[src/rtl/led_racer_pkg.sv]
// ---------------------------------------------------------------------------
// led_racer_pkg
// Shared definitions for the LED racer strip path: frame-scheduler state
// encoding, pixel width, and the {G,R,B} packing helper used wherever an
// RGB triple becomes a serializer word.
// ---------------------------------------------------------------------------
package led_racer_pkg;

    localparam int PIXEL_W = 24;

    typedef enum logic [1:0] {
        ST_IDLE  = 2'd0,
        ST_FETCH = 2'd1,
        ST_SEND  = 2'd2,
        ST_LATCH = 2'd3
    } state_t;

    // WS2812 parts shift green first, so G occupies the top byte.
    function automatic logic [PIXEL_W-1:0] pack_grb(input logic [7:0] g,
                                                    input logic [7:0] r,
                                                    input logic [7:0] b);
        return {g, r, b};
    endfunction

endpackage

[src/rtl/led_latch_timer.sv]
// ---------------------------------------------------------------------------
// led_latch_timer
// Load / count-down timer. A load pulse starts a run; expired is high in the
// COUNT-th cycle after the load edge, and the run then stops by itself.
// Ports:
//   clk      in  1  rising-edge clock
//   rst_n    in  1  asynchronous active-low reset
//   load     in  1  start (or restart) a run of COUNT cycles
//   expired  out 1  high during the last cycle of the run
// ---------------------------------------------------------------------------
module led_latch_timer #(
    parameter int COUNT = 2500
) (
    input  logic clk,
    input  logic rst_n,
    input  logic load,
    output logic expired
);

    localparam int CW = (COUNT > 1) ? $clog2(COUNT) : 1;

    logic [CW-1:0] cnt;
    logic          running;

    // Loading COUNT-1 makes the zero-count cycle the COUNT-th one of the run.
    always_ff @(posedge clk or negedge rst_n) begin
        if (!rst_n) begin
            cnt     <= '0;
            running <= 1'b0;
        end else if (load) begin
            cnt     <= CW'(COUNT - 1);
            running <= 1'b1;
        end else if (running) begin
            if (cnt == '0) begin
                running <= 1'b0;
            end else begin
                cnt <= cnt - CW'(1);
            end
        end
    end

    assign expired = running && (cnt == '0);

endmodule

[src/rtl/led_frame_scheduler.sv]
// ---------------------------------------------------------------------------
// led_frame_scheduler
// Sequences one LED-strip frame: sweeps current_led over the strip, captures
// the core's intensities, hands each pixel to the serializer, then holds the
// latch gap before returning to idle.
// Ports:
//   clk, rst_n            clock / asynchronous active-low reset
//   update_frame          in   frame request (level, sampled every clock)
//   led_*_intensity       in   8-bit G/R/B for current_led
//   current_led           out  pixel index presented to the core
//   pixel_data            out  {G,R,B} word for the serializer
//   pixel_valid           out  pixel_data offered to the serializer
//   pixel_ready           in   serializer accepts pixel_data this cycle
//   latch_active          out  strip latch gap in progress
//   frame_done            out  one-cycle pulse when the latch gap ends
//   busy                  out  high outside IDLE
// Handshake: a pixel moves only on a clock edge where pixel_valid and
// pixel_ready are both high; while pixel_valid is high, pixel_data and
// current_led hold; pixel_ready without pixel_valid has no effect.
// ---------------------------------------------------------------------------
module led_frame_scheduler
    import led_racer_pkg::*;
#(
    parameter int MAX_POS         = 16,
    parameter int FETCH_LATENCY   = 1,
    parameter int LATCH_CLK_COUNT = 2500
) (
    input  logic                                     clk,
    input  logic                                     rst_n,
    input  logic                                     update_frame,
    input  logic [7:0]                               led_green_intensity,
    input  logic [7:0]                               led_red_intensity,
    input  logic [7:0]                               led_blue_intensity,
    output logic [((MAX_POS > 1) ? $clog2(MAX_POS) : 1)-1:0] current_led,
    output logic [PIXEL_W-1:0]                       pixel_data,
    output logic                                     pixel_valid,
    input  logic                                     pixel_ready,
    output logic                                     latch_active,
    output logic                                     frame_done,
    output logic                                     busy
);

    localparam int LED_W = (MAX_POS > 1) ? $clog2(MAX_POS) : 1;
    localparam int FW    = (FETCH_LATENCY > 1) ? $clog2(FETCH_LATENCY) : 1;

    state_t        state;
    logic [FW-1:0] fetch_cnt;
    logic          pending;
    logic          last_led;
    logic          latch_load;
    logic          latch_expired;

    assign last_led   = (current_led == LED_W'(MAX_POS - 1));
    // The timer starts on the same edge the FSM enters LATCH.
    assign latch_load = (state == ST_SEND) && pixel_ready && last_led;

    led_latch_timer #(
        .COUNT(LATCH_CLK_COUNT)
    ) u_latch_timer (
        .clk    (clk),
        .rst_n  (rst_n),
        .load   (latch_load),
        .expired(latch_expired)
    );

    always_ff @(posedge clk or negedge rst_n) begin
        if (!rst_n) begin
            state        <= ST_IDLE;
            current_led  <= '0;
            fetch_cnt    <= '0;
            pending      <= 1'b0;
            pixel_data   <= '0;
            pixel_valid  <= 1'b0;
            latch_active <= 1'b0;
            frame_done   <= 1'b0;
            busy         <= 1'b0;
        end else begin
            frame_done <= 1'b0;
            // Requests arriving mid-frame collapse into one pending refresh.
            if (state != ST_IDLE && update_frame) begin
                pending <= 1'b1;
            end
            case (state)
                ST_IDLE: begin
                    pending <= 1'b0;
                    if (update_frame || pending) begin
                        state       <= ST_FETCH;
                        current_led <= '0;
                        fetch_cnt   <= '0;
                        busy        <= 1'b1;
                    end
                end
                ST_FETCH: begin
                    if (fetch_cnt == FW'(FETCH_LATENCY - 1)) begin
                        fetch_cnt   <= '0;
                        pixel_data  <= pack_grb(led_green_intensity,
                                                led_red_intensity,
                                                led_blue_intensity);
                        pixel_valid <= 1'b1;
                        state       <= ST_SEND;
                    end else begin
                        fetch_cnt <= fetch_cnt + FW'(1);
                    end
                end
                ST_SEND: begin
                    if (pixel_ready) begin
                        pixel_valid <= 1'b0;
                        if (last_led) begin
                            current_led  <= '0;
                            latch_active <= 1'b1;
                            state        <= ST_LATCH;
                        end else begin
                            current_led <= current_led + LED_W'(1);
                            state       <= ST_FETCH;
                        end
                    end
                end
                ST_LATCH: begin
                    if (latch_expired) begin
                        latch_active <= 1'b0;
                        frame_done   <= 1'b1;
                        busy         <= 1'b0;
                        state        <= ST_IDLE;
                    end
                end
                default: state <= ST_IDLE;
            endcase
        end
    end

endmodule

[config.mk]
export PLATFORM = sky130hd
export DESIGN_NAME = led_frame_scheduler
export DESIGN_NICKNAME = d
export VERILOG_FILES = /design/src/rtl/led_racer_pkg.sv /design/src/rtl/led_latch_timer.sv /design/src/rtl/led_frame_scheduler.sv
export SDC_FILE = /design/constraint.sdc
export NUM_CORES = 1
export LEC_CHECK = 0
export BUFFER_PORTS_ARGS = -buffer_cell sky130_fd_sc_hd__buf_2
export CAP_MARGIN = 20
export CORE_MARGIN = 2
export CORE_UTILIZATION = 40
export CTS_CLUSTER_DIAMETER = 200
export DETAILED_ROUTE_END_ITERATION = 8
export PLACE_DENSITY = 0.63
export REMOVE_ABC_BUFFERS = 1
export SLEW_MARGIN = 20
export SYNTH_ARGS = -nofsm -noshare
export SYNTH_HDL_FRONTEND = slang
export SYNTH_SLANG_ARGS = --single-unit
export TNS_END_PERCENT = 5
[constraint.sdc]
create_clock -name clk -period 3.7 [get_ports clk]
set_input_delay 0.185 -clock clk [delete_from_list [all_inputs] [get_ports clk]]
set_output_delay 0.185 -clock clk [all_outputs]
set_load 0.005 [all_outputs]
# After elaboration in Yosys (flattened, before gate mapping)
# Index checks and enable logic that the tools add are counted.
dict set report word_totals {
  reg_bits 49
  latch_bits 0
  ramBits 0
  mem_bits_ro 0
  input_bits 28
  out_inout_bits 32
  word_cells 80
  n_memories 0
}
dict set report op_classes {
  n_addsub 3
  mul 0
  div 0
  order_cmp 0
  n_eq_ne 10
  shift 0
  mux 32
  n_bitwise 1
  reduce_logical 23
}
# op count
set op_table {}
lappend op_table {{$mux 12} 3}
lappend op_table {{$reduce_bool 2->1} 8}
lappend op_table {{$mux 1} 15}
lappend op_table {{$logic_not 12->1} 1}
lappend op_table {{$mux 4} 3}
lappend op_table {{$ne 2x2->1 const B} 6}
lappend op_table {{$sub 12x1->12 const B} 1}
lappend op_table {{$mux 2} 5}
lappend op_table {{$reduce_and 3->1} 3}
lappend op_table {{$pmux 1 s2} 4}
lappend op_table {{$pmux 2 s4} 1}
lappend op_table {{$pmux 4 s2} 1}
lappend op_table {{$reduce_and 4->1} 2}
lappend op_table {{$reduce_and 2->1} 3}
lappend op_table {{$add 4x1->4 const B} 1}
lappend op_table {{$eq 2x2->1 const B} 2}
lappend op_table {{$eq 4x4->1 const B} 1}
lappend op_table {{$logic_and 1x1->1} 4}
lappend op_table {{$eq 2x1->1 const B} 1}
lappend op_table {{$logic_not 2->1} 1}
lappend op_table {{$add 1x1->1 const B} 1}
lappend op_table {{$logic_or 1x1->1} 1}
lappend op_table {{$not 1->1} 1}

# Depth between registers and ports, before layout
# Gate-level depths: netlist (run 1).
dict set report depth {
  word_depth 5
  mapped_depth 6
  ltp_nobuf 6
}

# By module
# Synthesis (run 1) repeated with hierarchy kept, for this count alone.
dict set report unflattened {
  cells_unflattened 177
  area_unflattened_um2 2248.4
}
# module instances cells_each area_per_inst_um2 seq_area_each_um2
set by_module_without_submodules {}
lappend by_module_without_submodules {led_frame_scheduler 1 106 1448.9 875.8}
lappend by_module_without_submodules {led_latch_timer 1 71 799.5 325.3}

# Least setup slack after synthesis (run 1)
# Ideal clock, no wire load.
dict set report synth_timing {
  kind {reg-to-reg}
  start {register u_latch_timer.cnt[0]}
  end {register u_latch_timer.cnt[0]}
  setup_ns 0.127
  arrival_time_ns 1.665
  t_required_ns 3.573
  slack_ns 1.908
  path_stages_with_launch 7
  period_less_slack_ns 1.792
  cell_sequence {dfrtp_1 -> inv_1 -> ha_1 -> or4b_1 -> o31ai_2 -> xnor2_1 -> nand2_1}
}
dict set report synth_between {
  elab_chain_cells 4
  word_cells_on_any_way 7
  classes_between {1 x add/sub; 1 x eq/ne; 3 x mux; 2 x reduce/logical}
}
# item line_no
set synth_lines {}
lappend synth_lines {{start, declared} led_latch_timer.sv:22} ;# logic [CW-1:0] cnt;
lappend synth_lines {{start signal, assigned} led_latch_timer.sv:31} ;# cnt <= CW'(COUNT - 1);
lappend synth_lines {{start signal, assigned} led_latch_timer.sv:37} ;# cnt <= cnt - CW'(1);
lappend synth_lines {{$sub 12x1->12} led_latch_timer.sv:37}
lappend synth_lines {{$mux 12} led_latch_timer.sv:34} ;# if (cnt == '0) begin
lappend synth_lines {{$mux 12} led_latch_timer.sv:33} ;# end else if (running) begin
lappend synth_lines {{$mux 12} led_latch_timer.sv:30} ;# end else if (load) begin
# Several ways; a longest one is shown, not always the timed one. The select of a mux whose other input is x is not followed.
# A chain may end at the register's enable or synchronous reset.

# Worst setup path in the final report (run 1)
dict set report layout_timing {
  start {register u_latch_timer.cnt[4]}
  end {register latch_active}
}
dict set report layout_between {
  elab_chain_cells 4
}
# item line_no
set layout_lines {}
lappend layout_lines {{$logic_not 12->1} led_latch_timer.sv:42} ;# assign expired = running && (cnt == '0);
lappend layout_lines {{$logic_and 1x1->1} led_latch_timer.sv:42}
lappend layout_lines {{$ne 2x2->1 (no source line)} n/a}
lappend layout_lines {{$reduce_and 4->1 (no source line)} n/a}
lappend layout_lines {{end signal, assigned} led_frame_scheduler.sv:74} ;# latch_active <= 1'b0;
lappend layout_lines {{end signal, assigned} led_frame_scheduler.sv:110} ;# latch_active <= 1'b1;
lappend layout_lines {{end signal, assigned} led_frame_scheduler.sv:120} ;# latch_active <= 1'b0;
lappend layout_lines {{end, declared} led_frame_scheduler.sv:38} ;# output logic latch_active,
# No other way between the ends.

==> run metrics, run 1 <==
CTS Root Cell=clkbuf_8; Routed Wire Length=4050 um; unrepaired setup endpoints after global routing=false; upper clock frequency limit=485 MHz; most frequent cells in the layout=buf_2, dfrtp_1, mux2_2, nor2_1, nand2_1; CTS tree=yes; Initial Util=0.414; Fin Hold WS=0.104 ns; Routability Congestion=0.787; Synth Register Bits=48; fin crit share=0.557; DRC=0; first-pass GRT wire length=6980 um; DR iter-0 viols=79; crit end category=register; vias in the first global route=1508; Post-DRT Antenna Nets=0; largest net degree at the start of global routing=49; Fin Clk Skew=0.0111 ns; Die Ht=76.7 um; Setup crit end=latch_active$_DFFE_PN0P_; Routed WL per cell=12.8 um; R2R setup slack=1.64 ns; H-tree levels=2; Post-CTS Hold Buffers=0; HP Start=led_red_intensity[1]; max-cap viol count=0; Final Util=0.509; I/O pins=60; Distinct cells, synth=35; CP Class=register to register; design area=2600 um^2; slew margin rel.=0.454; TritonRoute pass-1 iters=4; commonest non-fill, non-tap cell in the layout=buf_2; Post-layout nets=276; crit path DAT=2.23 ns; total negative setup slack=0 ns; share of layout cells above drive strength 1=0.374; DIE WIDTH=76.7 um; clock buffer depth=2; CP Max Fanout=8; postcts setup bufs=0; DP Wirelength=2880 um; Via-to-Cell Ratio=4.95; post-cts sizing count=0; gr usage total=0.147; Critical Path RT=3.87 ns; initial antenna violation count=0; Setup Viol. Count Final=0; CP startpoint kind=register; worst-case reg-to-reg path depth=4; mean area per synthesized cell=11.5 um^2; Max IR drop VDD=0.000212 V; row count=26; Max Slew Vio Count=0; area delta synth->final=23.1%; die area=5880 um^2; core area=5110 um^2; worst hold path type=primary input to register; Diodes inserted=0; CTS Buf Count=5; final count of hold timing violations=0; status=complete, no violations; synthesized cell area=2110 um^2; clock sink count=48; clock slew at the register clock pins of the worst setup and hold paths=0.09 ns; Port-buffer cells=59; CP Launch Point=u_latch_timer.cnt[4]$_DFFE_PN0P_; measured slew at the worst slew-check pin=0.808 ns; Syn Inst Count=184; worst skew pair latency=0.30 ns; crit path time final=2.06 ns; PD cells=356 nW/um^2; Post-DP Area=2480 um^2; FF-to-FF Start=u_latch_timer.cnt[4]$_DFFE_PN0P_; Leakage Power=1.31 nW; YS warnings=0; grt ovf=0; Seq/Total Area, Yosys=0.568; vias=1564; reg2reg end=latch_active$_DFFE_PN0P_
per-layer routing:
metal	vias to the layer above	share of wire	track usage
li1	789	-	-
met1	712	0.51	0.203
met2	56	0.41	0.221
met3	7	0.062	0.0376
met4	0	0.016	0.0600
met5	-	0	0
stage by stage:
stage                     instances  total power [mW]  setup WS (ns)
after CTS                       315             0.935           1.59
after global placement          307             0.565           1.62
after detailed placement        307             0.565           1.61
after floorplan                 178             0.539           1.54
after global routing            316             0.962           1.33
final                           316             0.926           1.64
critical path, cell delays in order, from the launching register on:
cell     delay, ns
dfrtp_1       0.45
nor4_1        0.61
nand3_1       0.38
nor3_1        0.41
nor2_1        0.09
power breakdown:
group | leakage [nW] | internal, mW | total [mW] | switching, mW
combinational | 0.659 | 0.0127 | 0.0278 | 0.0151
clock | 0.0552 | 0.201 | 0.371 | 0.171
sequential | 0.594 | 0.525 | 0.526 | 0.00136
synth_stat cells:
library cell	number	area [um^2]
nor2b_1	4	25.0
or2_1	1	6.26
or3_1	1	6.26
o41ai_1	1	8.76
xnor2_1	2	17.5
ha_1	3	37.5
xor2_1	2	17.5
o221ai_1	1	8.76
nand2_1	10	37.5
nand4b_1	1	8.76
or4b_1	2	20.0
and4_1	1	8.76
dfrtp_1	48	1200
nor4bb_1	1	10.0
nor3b_1	2	15.0
a31oi_1	4	25.0
a211o_1	1	8.76
inv_1	5	18.8
nand3_1	5	25.0
and3_1	5	31.3
clkbuf_1	6	22.5
nor4b_1	1	8.76
nor2_1	20	75.1
o21ai_0	8	40.0
o31ai_1	2	15.0
o211ai_1	1	7.51
a21oi_1	8	40.0
nand3b_1	1	7.51
nor4_1	1	6.26
or4_1	3	22.5
o2111ai_1	1	8.76
mux2_2	24	270
nor3_1	6	30.0
o31ai_2	1	12.5
a311oi_1	1	8.76
how the worst min path moves through the flow:
stage / end / slack [ns] / depth (start not counted)
6_report: pixel_data[9]$_DFFE_PN0P_ / 0.10 / 2
3_5_place_dp: pixel_data[4]$_DFFE_PN0P_ / 0.42 / 2
4_1_cts: pixel_data[18]$_DFFE_PN0P_ / 0.1 / 1
2_1_floorplan: busy$_DFFE_PN0P_ / -0.11 / 0
3_3_place_gp: pixel_data[20]$_DFFE_PN0P_ / 0.42 / 2
5_1_grt: pixel_data[18]$_DFFE_PN0P_ / 0.10 / 2
area by class of cell:
type                            instances  area [um^2]
Tap cell                               70         87.6
Clock inverter                          2         35.0
Timing Repair Buffer                   60          308
Inverter                                5         18.8
Multi-Input combinational cell        125          878
Sequential cell                        48         1200
Fill cell                             475         2510
Clock buffer                            6         72.6
state kept, by name (all words and copies together), names as in the netlist:
name	count
current_led	4
pending	1
u_latch_timer.cnt	12
latch_active	1
frame_done	1
pixel_valid	1
state	2
busy	1
u_latch_timer.running	1
pixel_data	24
kinds of logic (layout without fill, tap and decap cells):
group	after synthesis	after routing	share of synthesized area
and+or+nand+nor	65	65	0.163
buffers and inverters	11	73	0.0195
adders and majority gates	3	3	0.0178
xor gates and xnor gates	4	4	0.0166
DFF	48	48	0.568
muxes	24	24	0.128
AOI/OAI and AO/OA	29	29	0.0870
No activity file was read; power rests on OpenSTA's default activity.
==> run 2, diff against run 1 <==
clock period = 1.9 ns   (was 3.7 ns; I/O delays follow)
==> run 2 against run 1 <==
Compared with the run above: via count increased by 6.8%; largest power group unchanged; core utilization is 2.8 points higher; setup slack worse by 1.6 ns.
==> run metrics, run 2 (synthesis gave the netlist of run 1 again) <==
vias in the first global route=1633 (was 1508); vias=1671 (was 1564); die area=5880 um^2 (unchanged); status=complete, no violations (unchanged); slew margin rel.=0.618 (was 0.454); Largest Register=pixel_data (unchanged); Worst path top cell family by delay=simple AND/OR/NAND/NOR gates (unchanged); max-cap viol count=0 (unchanged); Post-DRT Antenna Nets=0 (unchanged); share of layout cells above drive strength 1=0.437 (was 0.374); Diodes inserted=0 (unchanged); Die Ht=76.7 um (unchanged); core area=5110 um^2 (unchanged); Leakage Power=1.38 nW (was 1.31 nW); Max Slew Vio Count=0 (unchanged); worst skew pair latency=0.29 ns (was 0.30 ns); Via-to-Cell Ratio=5.02 (was 4.95); CP Max Fanout=3 (was 8); Post-layout nets=293 (was 276); Port-buffer cells=59 (unchanged); crit path cell chain=or4b_4, or2_4, or4_1, a21oi_1 (was nor4_1, nand3_1, nor3_1, nor2_1); unrepaired setup endpoints after global routing=true (was false); CP startpoint kind=register (unchanged); Routed Wire Length=4310 um (was 4050 um); DP Worst Slack=0.0204 ns (was 1.61 ns); TritonRoute pass-1 iters=4 (unchanged); row count=26 (unchanged); clock sink count=48 (unchanged); final count of hold timing violations=0 (unchanged); crit path DAT=2.07 ns (was 2.23 ns); Fin Clk Skew=0.00560 ns (was 0.0111 ns); DIE WIDTH=76.7 um (unchanged); H-tree levels=2 (unchanged); most frequent cells in the layout=buf_2, dfrtp_1, mux2_2, nor2_1, buf_4 (was buf_2, dfrtp_1, mux2_2, nor2_1, nand2_1); Setup Viol. Count Final=0 (unchanged); final worst slack=0.0572 ns (was 1.64 ns); Routed WL per cell=12.9 um (was 12.8 um); DR iter-0 viols=53 (was 79); Routability Congestion=0.810 (was 0.787); Critical Path RT=2.13 ns (was 3.87 ns); worst hold path type=primary input to register (unchanged); clock slew at the register clock pins of the worst setup and hold paths=0.09 ns (about the same); fin crit share=0.970 (was 0.557); gr usage total=0.154 (was 0.147); first-pass GRT wire length=7270 um (was 6980 um); measured slew at the worst slew-check pin=0.572 ns (was 0.808 ns); Largest regs=pixel_data: 24 flops, u_latch_timer.cnt: 12 flops, current_led: 4 flops (unchanged); Largest register FFs=24 (unchanged); total power=1.69 mW (was 0.926 mW); Initial Util=0.414 (unchanged); CTS Root Cell=clkbuf_8 (unchanged); Max IR drop VDD=0.000310 V (was 0.000212 V); Buf/Inv on CP=0 (unchanged); grt ovf=0 (unchanged); DP Wirelength=3160 um (was 2880 um); cell at the slowest stage of the critical path=or4b_4 (was nor4_1); crit end category=register (unchanged); upper clock frequency limit=543 MHz (was 485 MHz); CTS Buf Count=5 (unchanged); I/O pins=60 (unchanged); Largest stage delay, worst path=0.55 ns (was 0.61 ns); total negative setup slack=0 ns (unchanged); commonest non-fill, non-tap cell in the layout=buf_2 (unchanged); initial antenna violation count=0 (unchanged); DRC=0 (unchanged); area delta synth->final=29.8% (was 23.1%); number of fill cells in the layout=469 (was 475); CP Class=register to register (unchanged); PD cells=614 nW/um^2 (was 356 nW/um^2); CTS tree=yes (unchanged); clock buffer depth=2 (unchanged); crit path time final=1.84 ns (was 2.06 ns); largest net degree at the start of global routing=28 (was 49)
run 2: final timing paths:
kind / startpoint / endpoint / slack, ns / depth (start not counted)
min: led_green_intensity[5] / pixel_data[21]$_DFFE_PN0P_ / 0.03 / 2
max reg2reg: u_latch_timer.cnt[2]$_DFFE_PN0P_ / u_latch_timer.cnt[5]$_DFFE_PN0P_ / 0.06 / 4
min in group asynchronous: rst_n / pixel_data[3]$_DFFE_PN0P_ / 0.33 / 2
min reg2reg: pixel_data[1]$_DFFE_PN0P_ / pixel_data[1]$_DFFE_PN0P_ / 0.51 / 1
max in group asynchronous: rst_n / current_led[3]$_DFFE_PN0P_ / 0.99 / 3
max: u_latch_timer.cnt[2]$_DFFE_PN0P_ / u_latch_timer.cnt[5]$_DFFE_PN0P_ / 0.06 / 4
run 2: what timing repair did:
| item | CTS | global route |
|---|---|---|
| hold endpoints to repair | 25 | 0 |
| pin swaps | 0 | 2 |
| endpoints found under the setup margin | 1 | 9 |
| buffers inserted | 0 | 1 |
| resized for setup | 1 | 5 |
| hold buffers | 1 | 0 |
run 2: stage by stage:
stage	std cells	hold slack, ns	cell area [um^2]	util
finish	333	0.0251	2740	0.537
detailed placement	323	0.128	2610	0.511
floorplan	178	-0.201	2090	-
global placement	323	0.123	2610	0.511
global route	333	0.00830	2740	0.537
CTS	332	0.0104	2720	0.533
run 2: final cells by class:
cell class,instances,area [um^2],area share
Multi-Input combinational cell,125,897,0.327
Inverter,5,18.8,0.00684
Sequential cell,48,1200,0.438
Clock inverter,3,23.8,0.00867
Timing Repair Buffer,77,445,0.162
Clock buffer,5,68.8,0.0251
Tap cell,70,87.6,0.0319
run 2: report_power, final:
group / internal [mW] / switching [mW] / total (mW)
clock network: 0.261 / 0.342 / 0.602
logic: 0.0269 / 0.0308 / 0.0576
registers: 1.02 / 0.00254 / 1.03
run 2: metal layers:
metal / GRT usage / vias up / share of wire
met1: 0.206 / 793 / 0.47
met2: 0.248 / 51 / 0.47
met4: 0.0436 / 0 / 0.0097
li1: - / 823 / -
met3: 0.0400 / 4 / 0.049
met5: 0 / - / 0
